### src/rtl/reg_file_arbiter.sv
`timescale 1ns/1ps
// ---------------------------------------------------------------------------
// reg_file_arbiter
//
// Arbitrates access to the 8x16 LC-3 general-purpose register file for two
// requesters: port A (CPU datapath) and port B (debug/test host). Every
// request becomes one register-file cycle (ACCESS) followed by a one-cycle
// acknowledge (ACK). When both ports ask at once, the port that was not
// granted last wins. A hardware sweep zeroes R0..R(NUM_REGS-1) after reset
// and whenever clear_start is seen.
//
// Ports
//   clk, reset          : clock, asynchronous active-low reset
//   clear_start         : request a clear sweep (pulse or level)
//   busy                : clear pending/running or transaction in flight
//   req_x, we_x         : port x request, 1 = write / 0 = read
//   addr_x, wdata_x     : port x register index and write data
//   ack_x, rdata_x      : port x completion pulse and read data (held)
//   rf_dr, rf_ld_reg,
//   rf_bus_data         : register-file write port
//   rf_sr1              : register-file read select
//   rf_sr1_data         : register-file combinational read data
// ---------------------------------------------------------------------------
module reg_file_arbiter #(
    parameter int DATA_WIDTH = 16,
    parameter int ADDR_WIDTH = 3,
    parameter int NUM_REGS   = 8
) (
    input  logic                  clk,
    input  logic                  reset,
    input  logic                  clear_start,
    output logic                  busy,

    input  logic                  req_a,
    input  logic                  we_a,
    input  logic [ADDR_WIDTH-1:0] addr_a,
    input  logic [DATA_WIDTH-1:0] wdata_a,
    output logic                  ack_a,
    output logic [DATA_WIDTH-1:0] rdata_a,

    input  logic                  req_b,
    input  logic                  we_b,
    input  logic [ADDR_WIDTH-1:0] addr_b,
    input  logic [DATA_WIDTH-1:0] wdata_b,
    output logic                  ack_b,
    output logic [DATA_WIDTH-1:0] rdata_b,

    output logic [ADDR_WIDTH-1:0] rf_dr,
    output logic                  rf_ld_reg,
    output logic [DATA_WIDTH-1:0] rf_bus_data,
    output logic [ADDR_WIDTH-1:0] rf_sr1,
    input  logic [DATA_WIDTH-1:0] rf_sr1_data
);

    typedef enum logic [1:0] {
        IDLE   = 2'd0,
        CLEAR  = 2'd1,
        ACCESS = 2'd2,
        ACK    = 2'd3
    } state_t;

    localparam logic [ADDR_WIDTH-1:0] LAST_REG = ADDR_WIDTH'(NUM_REGS - 1);

    state_t                state_q, state_d;
    logic                  clearPending_q, clearPending_d;
    logic                  clearRearm_q, clearRearm_d;
    logic [ADDR_WIDTH-1:0] clrCnt_q, clrCnt_d;
    logic                  lastGrantB_q, lastGrantB_d;
    logic                  grantB_q, grantB_d;
    logic                  we_q, we_d;
    logic [ADDR_WIDTH-1:0] addr_q, addr_d;
    logic [DATA_WIDTH-1:0] wdata_q, wdata_d;
    logic [DATA_WIDTH-1:0] rdataA_q, rdataA_d;
    logic [DATA_WIDTH-1:0] rdataB_q, rdataB_d;
    logic                  pickB;

    // State register. Reset leaves a clear pending so the register file is
    // swept before the first grant, and marks B as last granted so A wins
    // the first contention.
    always_ff @(posedge clk or negedge reset) begin
        if (!reset) begin
            state_q        <= IDLE;
            clearPending_q <= 1'b1;
            clearRearm_q   <= 1'b0;
            clrCnt_q       <= '0;
            lastGrantB_q   <= 1'b1;
            grantB_q       <= 1'b0;
            we_q           <= 1'b0;
            addr_q         <= '0;
            wdata_q        <= '0;
            rdataA_q       <= '0;
            rdataB_q       <= '0;
        end else begin
            state_q        <= state_d;
            clearPending_q <= clearPending_d;
            clearRearm_q   <= clearRearm_d;
            clrCnt_q       <= clrCnt_d;
            lastGrantB_q   <= lastGrantB_d;
            grantB_q       <= grantB_d;
            we_q           <= we_d;
            addr_q         <= addr_d;
            wdata_q        <= wdata_d;
            rdataA_q       <= rdataA_d;
            rdataB_q       <= rdataB_d;
        end
    end

    // Next-state and output logic. The register-file pins are only non-zero
    // in CLEAR and ACCESS; ack is only raised in ACK on the granted port.
    always_comb begin
        state_d        = state_q;
        clearPending_d = clearPending_q;
        clearRearm_d   = clearRearm_q;
        clrCnt_d       = clrCnt_q;
        lastGrantB_d   = lastGrantB_q;
        grantB_d       = grantB_q;
        we_d           = we_q;
        addr_d         = addr_q;
        wdata_d        = wdata_q;
        rdataA_d       = rdataA_q;
        rdataB_d       = rdataB_q;
        pickB          = 1'b0;
        rf_dr          = '0;
        rf_ld_reg      = 1'b0;
        rf_bus_data    = '0;
        rf_sr1         = '0;
        ack_a          = 1'b0;
        ack_b          = 1'b0;

        // A clear request is remembered whatever the FSM is doing; an
        // in-flight transaction finishes before the sweep starts.
        if (clear_start) begin
            clearPending_d = 1'b1;
        end

        case (state_q)
            IDLE: begin
                if (clearPending_q) begin
                    state_d = CLEAR;
                end else if (req_a || req_b) begin
                    pickB        = (req_a && req_b) ? !lastGrantB_q : req_b;
                    grantB_d     = pickB;
                    lastGrantB_d = pickB;
                    we_d         = pickB ? we_b    : we_a;
                    addr_d       = pickB ? addr_b  : addr_a;
                    wdata_d      = pickB ? wdata_b : wdata_a;
                    state_d      = ACCESS;
                end
            end

            CLEAR: begin
                rf_dr     = clrCnt_q;
                rf_ld_reg = 1'b1;
                if (clrCnt_q == LAST_REG) begin
                    // A clear_start seen during this sweep (including now)
                    // asks for another full sweep afterwards.
                    clrCnt_d       = '0;
                    clearPending_d = clearRearm_q || clear_start;
                    clearRearm_d   = 1'b0;
                    state_d        = IDLE;
                end else begin
                    clrCnt_d = clrCnt_q + 1'b1;
                    if (clear_start) begin
                        clearRearm_d = 1'b1;
                    end
                end
            end

            ACCESS: begin
                rf_sr1 = addr_q;
                if (we_q) begin
                    rf_dr       = addr_q;
                    rf_bus_data = wdata_q;
                    rf_ld_reg   = 1'b1;
                end else if (grantB_q) begin
                    rdataB_d = rf_sr1_data;
                end else begin
                    rdataA_d = rf_sr1_data;
                end
                state_d = ACK;
            end

            ACK: begin
                ack_a   = !grantB_q;
                ack_b   = grantB_q;
                state_d = IDLE;
            end

            default: begin
                state_d = IDLE;
            end
        endcase
    end

    assign busy    = (state_q != IDLE) || clearPending_q;
    assign rdata_a = rdataA_q;
    assign rdata_b = rdataB_q;

endmodule
### config.mk
export PLATFORM = sky130hd
export DESIGN_NAME = reg_file_arbiter
export DESIGN_NICKNAME = d
export VERILOG_FILES = /design/src/rtl/reg_file_arbiter.sv
export SDC_FILE = /design/constraint.sdc
export NUM_CORES = 1
export LEC_CHECK = 0
export BUFFER_PORTS_ARGS = -buffer_cell sky130_fd_sc_hd__buf_2
export CORE_ASPECT_RATIO = 1.5
export CORE_UTILIZATION = 43
export CTS_CLUSTER_SIZE = 16
export DETAILED_ROUTE_END_ITERATION = 8
export PLACE_DENSITY = 0.8
export SLEW_MARGIN = 40
export SYNTH_ARGS = -nofsm -noshare
export SYNTH_HDL_FRONTEND = slang
export SYNTH_SLANG_ARGS = --single-unit
### constraint.sdc
create_clock -name clk -period 1.7 [get_ports clk]
set_input_delay 0.085 -clock clk [delete_from_list [all_inputs] [get_ports clk]]
set_output_delay 0.085 -clock clk [all_outputs]
set_load 0.02 [all_outputs]
[After elaboration in Yosys (flattened, before gate mapping)]
Index checks and enable logic that the tools add are counted.
Word-level totals
  input port bits: 61
  memories kept: 0
  output and inout bits: 58
  word-level logic and storage cells: 58
  bits in writable memories: 0
  bits in read-only memories: 0
  register bits after elaboration: 61
  latch bits: 0
Operators by class
  magnitude comparators: 0
  $add $sub $neg: 1
  shifts and indexed selects: 0
  bitwise gates (word level): 3
  multipliers: 0
  reduce and logical (&&, ||, !) cells: 14
  equal/unequal tests: 6
  mux-type cells: 23
  div/mod/pow operators: 0
Operators with widths (count)
  two-way mux 16 bit: 3
  two-way mux 3 bit: 4
  two-way mux 1 bit: 10
  AND reduction 3 bit: 3
  case mux 2 bit (4 select lines): 1
  two-way mux 2 bit: 3
  case mux 3 bit (2 select lines): 1
  == test 2 bit (second input constant): 2
  AND reduction 2 bit: 2
  nonzero test 2 bit: 2
  adder 3 x 1 -> 3 bit (second input constant): 1
  == test 3 bit (second input constant): 1
  logical OR 1 bit: 3
  inequality test 3 bit (second input constant): 1
  NOT 1 bit: 3
  == test 2 x 1 -> 1 bit (second input constant): 1
  logical NOT 1 bit: 2
  logical NOT 2 bit: 1
  inequality test 2 bit (second input constant): 1
  case mux 1 bit (2 select lines): 1
  logical AND 1 bit: 1

[Logic depth before layout (Yosys ltp)]
Gate-level depths: netlist of the first run.
  word-level depth: 4
  depth in mapped cells: 7
  mapped depth without buffers: 5

[Worst setup path after synthesis of the first run]
No wires, ideal clock.
  path kind: register to register
  start point: register state_q[0]
  end point: register rdataA_q[10], in the netlist rdata_a[10]
  required time: 1.575 ns
  cell stages (with the launch flop): 6
  path slack: 0.076 ns
  buffers on the path: 1
  arrival time: 1.499 ns
  library setup time: 0.125 ns
  period minus slack after synthesis: 1.624 ns
  cells stage by stage: dfrtp_1 inv_1 ha_1 nor3b_4 buf_6 mux2_2
Between the ends
  longest elaborated chain between the ends: 2
RTL lines
  from (decl): line 64  | state_t state_q, state_d;
  from (signal assigned): line 94  | state_q <= state_d;
  == test 2 bit: line 136  | case (state_q)
  AND reduction 3 bit (no line)
  to (signal assigned): line 103  | rdataA_q <= rdataA_d;
  to (decl): line 73  | logic [DATA_WIDTH-1:0] rdataA_q, rdataA_d;
No other way between the ends.
A chain may end at the register's enable or synchronous reset.

[Final worst setup path of the first run]
  start point: register state_q[0]
  end point: output busy
Between the ends
  longest elaborated chain between the ends: 2
RTL lines
  nonzero test 2 bit: line 195  | assign busy = (state_q != IDLE) || clearPending_q;
  logical OR 1 bit: line 195
  to (decl): line 32  | output logic busy,
No other way between the ends.

==> summary.md, run 1 <==
| Metric | Value |
|---|---|
| Number of sinks on the clock net | 61 |
| Launching element of the worst setup path | state_q[0] |
| Total of endpoints with negative setup slack in the final report | 0 |
| Final critical-path share of the clock period | 0.9984 |
| Initial detailed-routing violation count | 140 |
| Via density per instance | 5.244 |
| Hold Violations, Final | 0 |
| Worst reg2reg setup slack | 0.08 ns |
| Arrival time worst endpoint | 1.61 ns |
| Starting utilization of the core area | 0.4477 |
| Commonest cells after routing, fill and taps aside | 114 x buf_2, 59 x dfrtp_1, 48 x dlygate4sd3_1 |
| Clock slew seen by the registers of the worst setup and hold paths | 0.07 ns |
| Relative max-transition margin | 0.5939 |
| Remaining antenna violation count after routing | 0 |
| Crit Reg-Reg Startpoint | clrCnt_q[0] |
| Max IR drop VDD | 0.0007867 V |
| All-Layer GR Usage | 0.2265 |
| Number of global-route vias before repair | 2794 |
| Final core occ | 0.6812 |
| Unrepaired setup endpoints after global routing | true |
| Most common library cell in the layout ignoring fill and taps | buf_2 |
| Highest net fanout along the worst path | 11 |
| Top cells by area, synth | dfrtp_1 50%, mux2_2 13%, nand2_1 5.1% |
| IO Count | 119 |
| Antenna violations before repair | 0 |
| Synth Area per Inst | 11.33 sq um |
| Number of diodes added for antenna fixing | 0 |
| Crit path buf inv count | 4 |
| MaxCap Viol Count | 0 |
| Wire per inst | 15.25 microns |
| Relative area change from synthesis to final layout | 52.16% |
| Critical path depth in cells | 6 |
| Status | completed |
| Count of non-filler cells in the finished layout | 513 |
| Power density relative to cell area | 1657 mW/mm^2 |
| Cell row count | 36 |
| Combined area of the multi-input logic cells | 0.001349 sq mm |
| Router iterations before antenna repair | 4 |
| Area enclosed by the die boundary | 0.007141 sq mm |
| CTS H-tree lvls | 3 |
| Worst path slowest cell | dfrtp_1 |
| Residual DRC | 0 |
| Gpl congestion | 0.7553 |
| Via Count | 2690 |
| Overall overflow remaining after global route | 0 |
| Layout net count | 502 |
| Post-Synthesis Net Count | 328 |
| Startpoint types | flip-flop |
| Placeable core region | 0.006531 sq mm |
| Buffers on Ports | 118 |
| Max Fclk | 0.5892 GHz |
| Largest clock skew in the final design | 0.007994 ns |
| Post-synth top area share | 0.5049 |
| Reported leakage power | 0.002234 uW |
| Register area | 0.001529 sq mm |
| Fraction of the yosys area taken by sequential cells | 0.5229 |
| Final number of max-transition violations | 0 |
| Slowest cell delay on critical path | 0.39 ns |
| Yosys top cell by area | dfrtp_1 |
| Global-route wire length before repair | 12.61 mm |
| Critical path type | reg2out |
| Number of placed instances, taps included | 444 |
| Total clock buffers created by CTS | 9 |
| Critical path endpoint | busy |
| Crit end category | primary output |
| Maximum clock path buffer count | 2 |
| Share of post-route cells with drive strength above 1 | 0.4691 |
| Number of distinct library cells after synthesis | 32 |
| # fillers | 457 |
| Maximum number of pins on one net before global-route repair | 62 |
| Capturing point of the worst reg2reg path | state_q[0] |
| Critical-path cell list | inv_2 -> ha_2 -> and2b_2 -> buf_8 -> inv_1 -> buf_2 |
| Die boundary height | 103.0 microns |
| CTS tree | built |
| Worst reg-to-reg path cell count | 5 |
| Clock Latency Late Sink | 0.33 ns |
| Shortest period the worst path allows | 1.697 ns |
| Synth Cell Area | 0.002924 sq mm |
| Min-Delay Path Class | in2reg |
| Sum of net half-perimeters after detailed placement | 4.620 mm |
| Flops & latches, synth | 61 |
| Cell family contributing the most delay on the critical path | buffers and inverters |
| Pin slew with the least headroom to its limit | 0.6076 ns |
| Horizontal extent of the die | 69.33 microns |
| WP data required | 1.62 ns |
| Warnings, synthesis | 0 |
| Total routed wirelength | 7.824 mm |
| Instance count of the mapped netlist | 258 |
| Clk Tree Root Cell | clkbuf_8 |
[tightest hold or removal path: cells and delay by family]
| kind | cells | cell delay (ns) |
|---|---|---|
| buffers and inverters | 1 | 0.10 |
| AO/OA/AOI/OAI | 1 | 0.07 |
| AND/OR/NAND/NOR | 1 | 0.05 |
[logic make-up after synthesis]
logic type / count (synthesis) / share of synthesized area
compound gates: 54 / 0.1190
mux: 37 / 0.1451
buf+inv: 21 / 0.03851
flops: 61 / 0.5229
simple gates: 76 / 0.1361
fa+ha+maj: 9 / 0.03851
[through the flow]
| step | total power (uW) | setup TNS, ns | hold WS [ns] | setup slack, ns | cell area, sq um |
|---|---|---|---|---|---|
| global route | 7852 | -0.2062 | 0.006162 | -0.08082 | 4449 |
| floorplan | 4677 | 0 | -0.2106 | 0.07620 | 2924 |
| global placement | 5620 | 0 | 0.1155 | 0.09552 | 3608 |
| finish | 7373 | 0 | 0.01505 | 0.002641 | 4449 |
| CTS | 7194 | -0.006986 | 0.0009560 | -0.006986 | 4374 |
| detailed placement | 5733 | 0 | 0.1175 | 0.07120 | 3616 |
[per-layer routing]
layer,routed length (microns),share of wire,up-vias,GRT usage
met1,2943,0.38,1253,0.2264
met5,0,0,-,0
met4,148,0.019,0,0.09262
met3,592,0.076,16,0.06940
li1,-,-,1261,-
met2,4139,0.53,160,0.4347
[power breakdown]
group / internal (uW) / switching, uW
clock network: 707 / 536
logic: 1670 / 1850
registers: 2180 / 425
[layout make-up]
class,instances,area share
Sequential cell,61,0.3436
Clock buffer,11,0.03178
Multi-Input combinational cell,176,0.3031
Inverter,3,0.002531
Clock inverter,5,0.01125
Tap cell,76,0.02137
Timing Repair Buffer,181,0.2863
[worst min path at each step]
stage | cells after the start | end | start | slack (ns)
final | 3 | wdata_q[15] | wdata_a[15] | 0.02
after global routing | 3 | wdata_q[5] | wdata_a[5] | 0.006
after CTS | 3 | wdata_q[4] | wdata_b[4] | 0.001
after detailed placement | 2 | rdata_b[5] | reset | 0.12
after global placement | 2 | rdata_a[0] | reset | 0.12
after floorplan | 0 | addr_q[0] | reset | -0.21
[synthesized netlist by cell type]
cell,number
dfrtp_1,59
nand2_1,40
mux2_2,35
a21oi_1,23
a31oi_1,19
and3_1,16
clkbuf_1,11
ha_1,9
nor2b_1,6
and2_1,5
buf_6,4
a32oi_1,3
buf_2,3
inv_1,3
a22o_1,2
dfstp_2,2
mux2_4,2
nor2_1,2
a21bo_2,1
a21boi_0,1
a21boi_2,1
a221o_1,1
a221oi_1,1
a311o_1,1
a31oi_2,1
and2b_1,1
nand2b_1,1
nand3b_4,1
nor3_1,1
nor3b_1,1
nor3b_4,1
or2_1,1
[sequential cells by signal, indices dropped and copies added, names as in the netlist]
register,cells
addr_q,3
clearPending_q,1
clearRearm_q,1
clrCnt_q,3
grantB_q,1
lastGrantB_q,1
rdata_a,16
rdata_b,16
state_q,2
wdata_q,16
we_q,1
[what timing repair did]
action / CTS / global route
hold buffers: 48 / 0
hold endpoints to repair: 106 / 0
gates cloned: 1 / 0
setup endpoints to repair: 20 / 42
gates resized for setup: 13 / 14
setup buffers: 1 / 3
pin swaps: 2 / 2
No activity file was read; power rests on OpenSTA's default activity.
==> run 2, diff against run 1 <==
--- a/config.mk
+++ b/config.mk
@@ -5,12 +5,13 @@
 export SDC_FILE = /design/constraint.sdc
 export NUM_CORES = 1
 export LEC_CHECK = 0
+export ABC_AREA = 1
 export BUFFER_PORTS_ARGS = -buffer_cell sky130_fd_sc_hd__buf_2
 export CORE_ASPECT_RATIO = 1.5
-export CORE_UTILIZATION = 43
+export CORE_UTILIZATION = 44
 export CTS_CLUSTER_SIZE = 16
 export DETAILED_ROUTE_END_ITERATION = 8
-export PLACE_DENSITY = 0.8
+export PLACE_DENSITY = 0.81
 export SLEW_MARGIN = 40
 export SYNTH_ARGS = -nofsm -noshare
 export SYNTH_HDL_FRONTEND = slang
==> run 2 against run 1 <==
Compared with the run above:
- the flow now finishes with violations (design-rule violations)
- worst setup slack improved by 0.062 ns
- area after synthesis rose by 6.5%
- synthesized cell count grew 61%
- largest power group is now registers
==> summary.md, run 2 <==
| Metric | Value |
|---|---|
| Post-route setup TNS | 0 ns (unchanged) |
| Commonest cells after routing, fill and taps aside | 123 x nand2_1, 114 x buf_2, 89 x inv_1 |
| Fraction of the yosys area taken by sequential cells | 0.4912 (-0.03174) |
| Synth Area per Inst | 7.501 sq um (-34%) |
| Number of sinks on the clock net | 61 (unchanged) |
| Area enclosed by the die boundary | 0.007422 sq mm (+3.9%) |
| Final core occ | 0.5930 (-0.08827) |
| Multiplexer share of the synthesized area | 0.007235 (-0.1378) |
| Startpoint types | flip-flop |
| All-Layer GR Usage | 0.2041 (-0.02240) |
| Total routed wirelength | 7.285 mm (-6.9%) |
| Shortest period the worst path allows | 1.635 ns (-0.06219 ns) |
| Buffers on Ports | 118 (unchanged) |
| CTS H-tree lvls | 3 (unchanged) |
| Number of flops mapped to enable cells by yosys | 0 (unchanged) |
| Status | finished with violations |
| Number of diodes added for antenna fixing | 0 (unchanged) |
| Overall overflow remaining after global route | 0 (unchanged) |
| Async set-or-reset flop fraction in the synthesized netlist | 1.000 (unchanged) |
| Min Hold Slack | 0.01759 ns (+0.002537 ns) |
| Synth Cell Area | 0.003113 sq mm (+6.5%) |
| Relative area change from synthesis to final layout | 30.51% |
| Largest family of logic cells by synthesized area | simple AND/OR/NAND/NOR gates |
| Busiest layer in global routing | met2 |
| Met3 track demand over resource | 0.04147 (-0.02794) |
| Clk Tree Root Cell | clkbuf_8 |
| Share of post-route cells with drive strength above 1 | 0.2884 (-0.1808) |
| Violated checks | design-rule violations |
| Register area | 0.001530 sq mm (about the same) |
| Final critical-path share of the clock period | 0.9619 (-0.03658) |
| WP data required | 1.62 ns (about the same) |
| Max IR drop VDD | 0.0005604 V (-29%) |
| IO Count | 119 (unchanged) |
| Post-synth top area share | 0.4743 (-0.03064) |
| Residual DRC | 26 (+26) |
| Cell row count | 37 (+2.8%) |
| Max Fclk | 0.6116 GHz (+3.8%) |
| Maximum clock path buffer count | 2 (unchanged) |
| Wire per inst | 11.77 microns (-23%) |
| Die boundary height | 105.0 microns (+2.0%) |
| Placeable core region | 0.006852 sq mm (+4.9%) |
| Horizontal extent of the die | 70.68 microns (+1.9%) |
| Yosys top cell by area | dfrtp_1 |
| GR Util met2 | 0.3641 (-0.07058) |
| CTS tree | built |
| Post-Synthesis Net Count | 485 (+48%) |
| Critical path type | reg2out |
| Starting utilization of the core area | 0.4543 (+0.006645) |
| Final number of max-transition violations | 0 (unchanged) |
| Power density relative to cell area | 1461 mW/mm^2 (-12%) |
| Maximum number of pins on one net before global-route repair | 62 (unchanged) |
| Crit end category | primary output |
| Combined area of the multi-input logic cells | 0.001186 sq mm (-12%) |
| Router iterations before antenna repair | 6 (+2) |
| Sum of net half-perimeters after detailed placement | 5.132 mm (+11%) |
| Via Count | 2936 (+9.1%) |
| Min-Delay Path Class | in2reg |
| Highest net fanout along the worst path | 4 (-7) |
| Reported leakage power | 0.002477 uW (+11%) |
| Via density per instance | 4.743 (-9.5%) |
| Number of distinct library cells after synthesis | 19 (-41%) |
| Most common library cell in the layout ignoring fill and taps | nand2_1 |
| Global-route wire length before repair | 11.91 mm (-5.6%) |
| Share of the synthesized area in compound gates (AO/OA/AOI/OAI) | 0.06672 (-0.05224) |
| Most frequently used flop master after synthesis | dfrtp_1 |
| MaxCap Viol Count | 0 (unchanged) |
| Gpl congestion | 0.7916 (+4.8%) |
| Xor and xnor fraction of the mapped netlist area | 0 (unchanged) |
| Met1 track demand over resource | 0.2332 (+0.006831) |
| Clock slew seen by the registers of the worst setup and hold paths | 0.06 ns (about the same) |
| Arrival time worst endpoint | 1.55 ns (-0.06 ns) |
| Layout net count | 609 (+21%) |
| # fillers | 638 (+40%) |
| Instance count of the mapped netlist | 415 (+61%) |
| Largest clock skew in the final design | 0.003725 ns (-0.004269 ns) |
| Total clock buffers created by CTS | 9 (unchanged) |
| Initial detailed-routing violation count | 114 (-19%) |
| Most frequent cell after synthesis | nand2_1 |
| List of most frequent post-synthesis cells | 123 x nand2_1, 90 x inv_1, 59 x dfrtp_1 |
| Flops & latches, synth | 61 (unchanged) |
| Hold Violations, Final | 0 (unchanged) |
| Relative max-transition margin | 0.7873 (+0.1934) |
| Total of endpoints with negative setup slack in the final report | 0 (unchanged) |
| Antenna violations before repair | 0 (unchanged) |
| Remaining antenna violation count after routing | 0 (unchanged) |
| Synthesized-area fraction occupied by and/or/nand/nor cells | 0.2580 (+0.1220) |
| Pin slew with the least headroom to its limit | 0.3190 ns (-0.2886 ns) |
| Warnings, synthesis | 0 (unchanged) |
| Clock Latency Late Sink | 0.33 ns (about the same) |
| Synth Area in Adders | 0.03617 (-0.002337) |
| Number of global-route vias before repair | 2805 (+0.39%) |
| Top cells by area, synth | dfrtp_1 47%, nand2_1 15%, inv_1 11% |
-- run 2: worst max-delay path: stages, from the launching register on --
cell	delay [ns]
dfrtp_2	0.42
inv_1	0.11
ha_1	0.29
inv_1	0.07
a21oi_1	0.14
buf_2	0.18
-- run 2: through the flow --
| stage | setup slack (ns) | instances | power [uW] | cell area (sq um) |
|---|---|---|---|---|
| 6_report | 0.06483 | 619 | 5935 | 4063 |
| 5_1_grt | -0.01359 | 619 | 6384 | 4063 |
| 4_1_cts | 0.0003287 | 615 | 5893 | 3989 |
| 3_5_place_dp | 0.1745 | 600 | 4784 | 3790 |
| 3_3_place_gp | 0.3049 | 600 | 4655 | 3790 |
| 2_1_floorplan | 0.2108 | 415 | 3981 | 3113 |
-- run 2: worst paths after layout --
| check | from | to | slack (ns) | cells past startpoint |
|---|---|---|---|---|
| setup / recovery | state_q[1] | rf_ld_reg | 0.06 | 5 |
| hold / removal | rf_sr1_data[1] | rdata_a[1] | 0.02 | 3 |
| setup reg to reg | state_q[1] | lastGrantB_q | 0.11 | 7 |
| hold reg to reg | rdata_b[6] | rdata_b[6] | 0.48 | 2 |
| max in group asynchronous | reset | lastGrantB_q | 1.10 | 3 |
| min in group asynchronous | reset | rdata_b[3] | 0.29 | 3 |
-- run 2: power by group --
group | internal [uW] | leakage [uW] | total (uW) | switching, uW
clock network | 536 | 0.0000836 | 1050 | 511
registers | 2070 | 0.000653 | 2480 | 404
logic | 929 | 0.00174 | 2410 | 1480
-- run 2: cell type report --
type                       instances  share of cell area
clock buffer                      10             0.03388
clock inverter                     3            0.003696
inverter                          91             0.08469
multi-input combinational        244              0.2920
sequential                        61              0.3767
tap                               78             0.02402
timing repair buffer             132              0.1851
-- run 2: cell families (layout without fill, tap and decap cells) --
logic type	count (synthesis)	in the layout
buf+inv	110	236
fa+ha+maj	9	9
mux	2	2
simple gates	192	192
flops	61	61
compound gates	41	41
-- run 2: layer usage --
layer | wire [microns] | part of all wire
met1 | 3091 | 0.42
met2 | 3615 | 0.50
met3 | 463 | 0.064
met4 | 114 | 0.016
met5 | 0 | 0
-- run 2: repair_timing --
item | CTS | global route
pin swaps | 0 | 1
gates cloned | 0 | 0
setup buffers | 0 | 4
hold buffers | 2 | 0
resized for setup | 6 | 10
endpoints found under the setup margin | 19 | 20
endpoints found under the hold margin | 60 | 0
==> run 3, diff against run 2 <==
--- a/config.mk
+++ b/config.mk
@@ -8,10 +8,10 @@
 export ABC_AREA = 1
 export BUFFER_PORTS_ARGS = -buffer_cell sky130_fd_sc_hd__buf_2
 export CORE_ASPECT_RATIO = 1.5
-export CORE_UTILIZATION = 44
+export CORE_UTILIZATION = 36
 export CTS_CLUSTER_SIZE = 16
 export DETAILED_ROUTE_END_ITERATION = 8
-export PLACE_DENSITY = 0.81
+export PLACE_DENSITY = 0.67
 export SLEW_MARGIN = 40
 export SYNTH_ARGS = -nofsm -noshare
 export SYNTH_HDL_FRONTEND = slang
==> constraint.sdc (replaced) <==
create_clock -name clk -period 1.6 [get_ports clk]
set_input_delay 0.08 -clock clk [delete_from_list [all_inputs] [get_ports clk]]
set_output_delay 0.08 -clock clk [all_outputs]
set_load 0.02 [all_outputs]
==> run 3 against run 2 <==
Compared with the run above:
- the flow now finishes without violations
- die area rose by 22%
- critical path depth rose by 1
- routed wire length rose by 8.1%
- via count rose by 1.8%
- non-clock buffer count rose by 6
- worst hold slack got worse by 0.0012 ns
==> summary.md, run 3 (synthesis gave the netlist of run 2 again) <==
| Metric | Value |
|---|---|
| Gpl congestion | 0.7956 (+0.51%) |
| Layout net count | 615 (+0.99%) |
| Starting utilization of the core area | 0.3700 (-0.08433) |
| Pin slew with the least headroom to its limit | 0.3700 ns (+0.05094 ns) |
| Share of post-route cells with drive strength above 1 | 0.3406 (+0.05226) |
| Remaining antenna violation count after routing | 0 (unchanged) |
| Post-route setup TNS | 0 ns (unchanged) |
| Unrepaired setup endpoints after global routing | true |
| Wire per inst | 12.00 microns (+2.0%) |
| Residual DRC | 0 (-100%) |
| Met1 track demand over resource | 0.1975 (-0.03568) |
| Number of global-route vias before repair | 2849 (+1.6%) |
| Via Count | 2988 (+1.8%) |
| Critical-path cell list | inv_2 -> ha_4 -> nand2_4 -> clkbuf_16 -> nor2_4 -> buf_6 |
| Worst reg2reg setup slack | 0.16 ns (+0.05 ns) |
| Worst reg-to-reg path cell count | 8 (+1) |
| Horizontal extent of the die | 77.93 microns (+10%) |
| Area enclosed by the die boundary | 0.009031 sq mm (+22%) |
| Final number of max-transition violations | 0 (unchanged) |
| Clk Tree Root Cell | clkbuf_16 |
| Status | completed |
| Total routed wirelength | 7.874 mm (+8.1%) |
| Busiest layer in global routing | met2 |
| Crit path buf inv count | 3 (unchanged) |
| Cell family contributing the most delay on the critical path | buffers and inverters |
| CTS H-tree lvls | 3 (unchanged) |
| Global-route wire length before repair | 12.45 mm (+4.6%) |
| Power density relative to cell area | 1612 mW/mm^2 (+10%) |
| Antenna violations before repair | 0 (unchanged) |
| Capturing point of the worst reg2reg path | grantB_q |
| Critical path type | reg2out |
| Cell row count | 41 (+11%) |
| Max Fclk | 0.6401 GHz |
| Total of endpoints with negative setup slack in the final report | 0 (unchanged) |
| Power, Total | 7188 uW (+21%) |
| Met3 track demand over resource | 0.05276 (+0.01129) |
| Via density per instance | 4.555 (-4.0%) |
| Sum of net half-perimeters after detailed placement | 5.346 mm (+4.2%) |
| Total clock buffers created by CTS | 9 (unchanged) |
| Crit Reg-Reg Startpoint | state_q[0] |
| IO Count | 119 (unchanged) |
| Most common library cell in the layout ignoring fill and taps | nand2_1 |
| Highest net fanout along the worst path | 8 (+4) |
| Relative max-transition margin | 0.7534 (-0.03396) |
| Overall overflow remaining after global route | 0 (unchanged) |
| Place WS | 0.09678 ns (-0.07776 ns) |
| Hold_sp | rf_sr1_data[3] |
| Reported leakage power | 0.002578 uW (+4.1%) |
| Largest clock skew in the final design | 0.003655 ns (-0.00006978 ns) |
| Arrival time worst endpoint | 1.48 ns (-0.07 ns) |
| Worst path slowest cell | dfrtp_1 |
| Final core occ | 0.5300 (-0.06291) |
| Maximum number of pins on one net before global-route repair | 62 (unchanged) |
| Clock Latency Late Sink | 0.33 ns (about the same) |
| Clock slew seen by the registers of the worst setup and hold paths | 0.05 ns (about the same) |
| Die boundary height | 115.9 microns (+10%) |
| Slowest cell delay on critical path | 0.38 ns (-0.04 ns) |
| Number of diodes added for antenna fixing | 0 (unchanged) |
| Commonest cells after routing, fill and taps aside | 119 x nand2_1, 98 x buf_2, 86 x inv_1 |
| GR Util met2 | 0.3168 (-0.04726) |
| Worst path setup slack after routing | 0.03780 ns (-0.02703 ns) |
| Hold Violations, Final | 0 (unchanged) |
| Max IR drop VDD | 0.0007294 V (+30%) |
| Buffers on Ports | 118 (unchanged) |
| Crit end category | primary output |
| All-Layer GR Usage | 0.1789 (-0.02522) |
| Worst hold path cell count | 3 (unchanged) |
| WP data required | 1.52 ns (-0.10 ns) |
| MaxCap Viol Count | 0 (unchanged) |
| Worst Hold End | rdata_a[3] |
| Maximum clock path buffer count | 2 (unchanged) |
| CTS tree | built |
| Final critical-path share of the clock period | 0.9764 |
| Shortest period the worst path allows | 1.562 ns |
| Relative area change from synthesis to final layout | 43.25% |
| Startpoint types | flip-flop |
| Number of sinks on the clock net | 61 (unchanged) |
| Placeable core region | 0.008413 sq mm (+23%) |
| Router iterations before antenna repair | 4 (-2) |
| Min-Delay Path Class | in2reg |
| Initial detailed-routing violation count | 127 (+11%) |
## run 3: cell count changes in the layout (fill, tap and decap cells not counted), moves of 10 or more
| cell | before | now |
|---|---|---|
| clkbuf_16 | 0 | 10 |
| buf_2 | 114 | 98 |
| nor2_1 | 19 | 5 |
| buf_4 | 12 | 22 |
| buf_6 | 1 | 11 |
## run 3: stage by stage
stage          hold WS, ns  cells  instance area [sq um]
4_1_cts           0.008587    648                   4185
3_5_place_dp        0.1191    630                   3834
2_1_floorplan      -0.2156    415                   3113
6_report           0.01636    656                   4459
5_1_grt            0.02381    656                   4459
3_3_place_gp        0.1113    630                   3834
## run 3: area by class of cell
type | count | area, sq um
Clock buffer | 13 | 250.2
Clock inverter | 2 | 10.01
Fill cell | 803 | 3954
Inverter | 91 | 349.1
Multi-Input combinational cell | 244 | 1296
Sequential cell | 61 | 1530
Tap cell | 107 | 133.9
Timing Repair Buffer | 138 | 889.6
## run 3: worst max path at each step
stage / from / end / cells past startpoint
floorplan: state_q[0] / grantB_q / 8
global placement: state_q[0] / rf_bus_data[8] / 6
detailed placement: state_q[1] / wdata_q[9] / 7
CTS: state_q[0] / rf_dr[1] / 7
global route: state_q[0] / rf_bus_data[3] / 6
finish: state_q[0] / rf_bus_data[8] / 6
## run 3: where the power goes
group	switching (uW)	internal (uW)	total [uW]
sequential	437	2210	2640
combinational	1720	1140	2860
clock	615	1070	1690
total	2770	4420	7190
## run 3: worst min-delay path: stages
cell	delay [ns]
buf_2	0.09
inv_1	0.06
o21ai_1	0.07
## run 3: per-layer routing
| layer | vias up | wire [microns] |
|---|---|---|
| met2 | 100 | 3912 |
| met3 | 7 | 435 |
| li1 | 1498 | - |
| met1 | 1383 | 3428 |
| met4 | 0 | 97 |
| met5 | - | 0 |
## run 3: what timing repair did
action,CTS,global route
pin swaps,0,5
hold endpoints to repair,60,0
gates cloned,0,1
hold buffers,2,0
buffers inserted,1,7
gates resized for setup,20,60
endpoints found under the setup margin,19,43
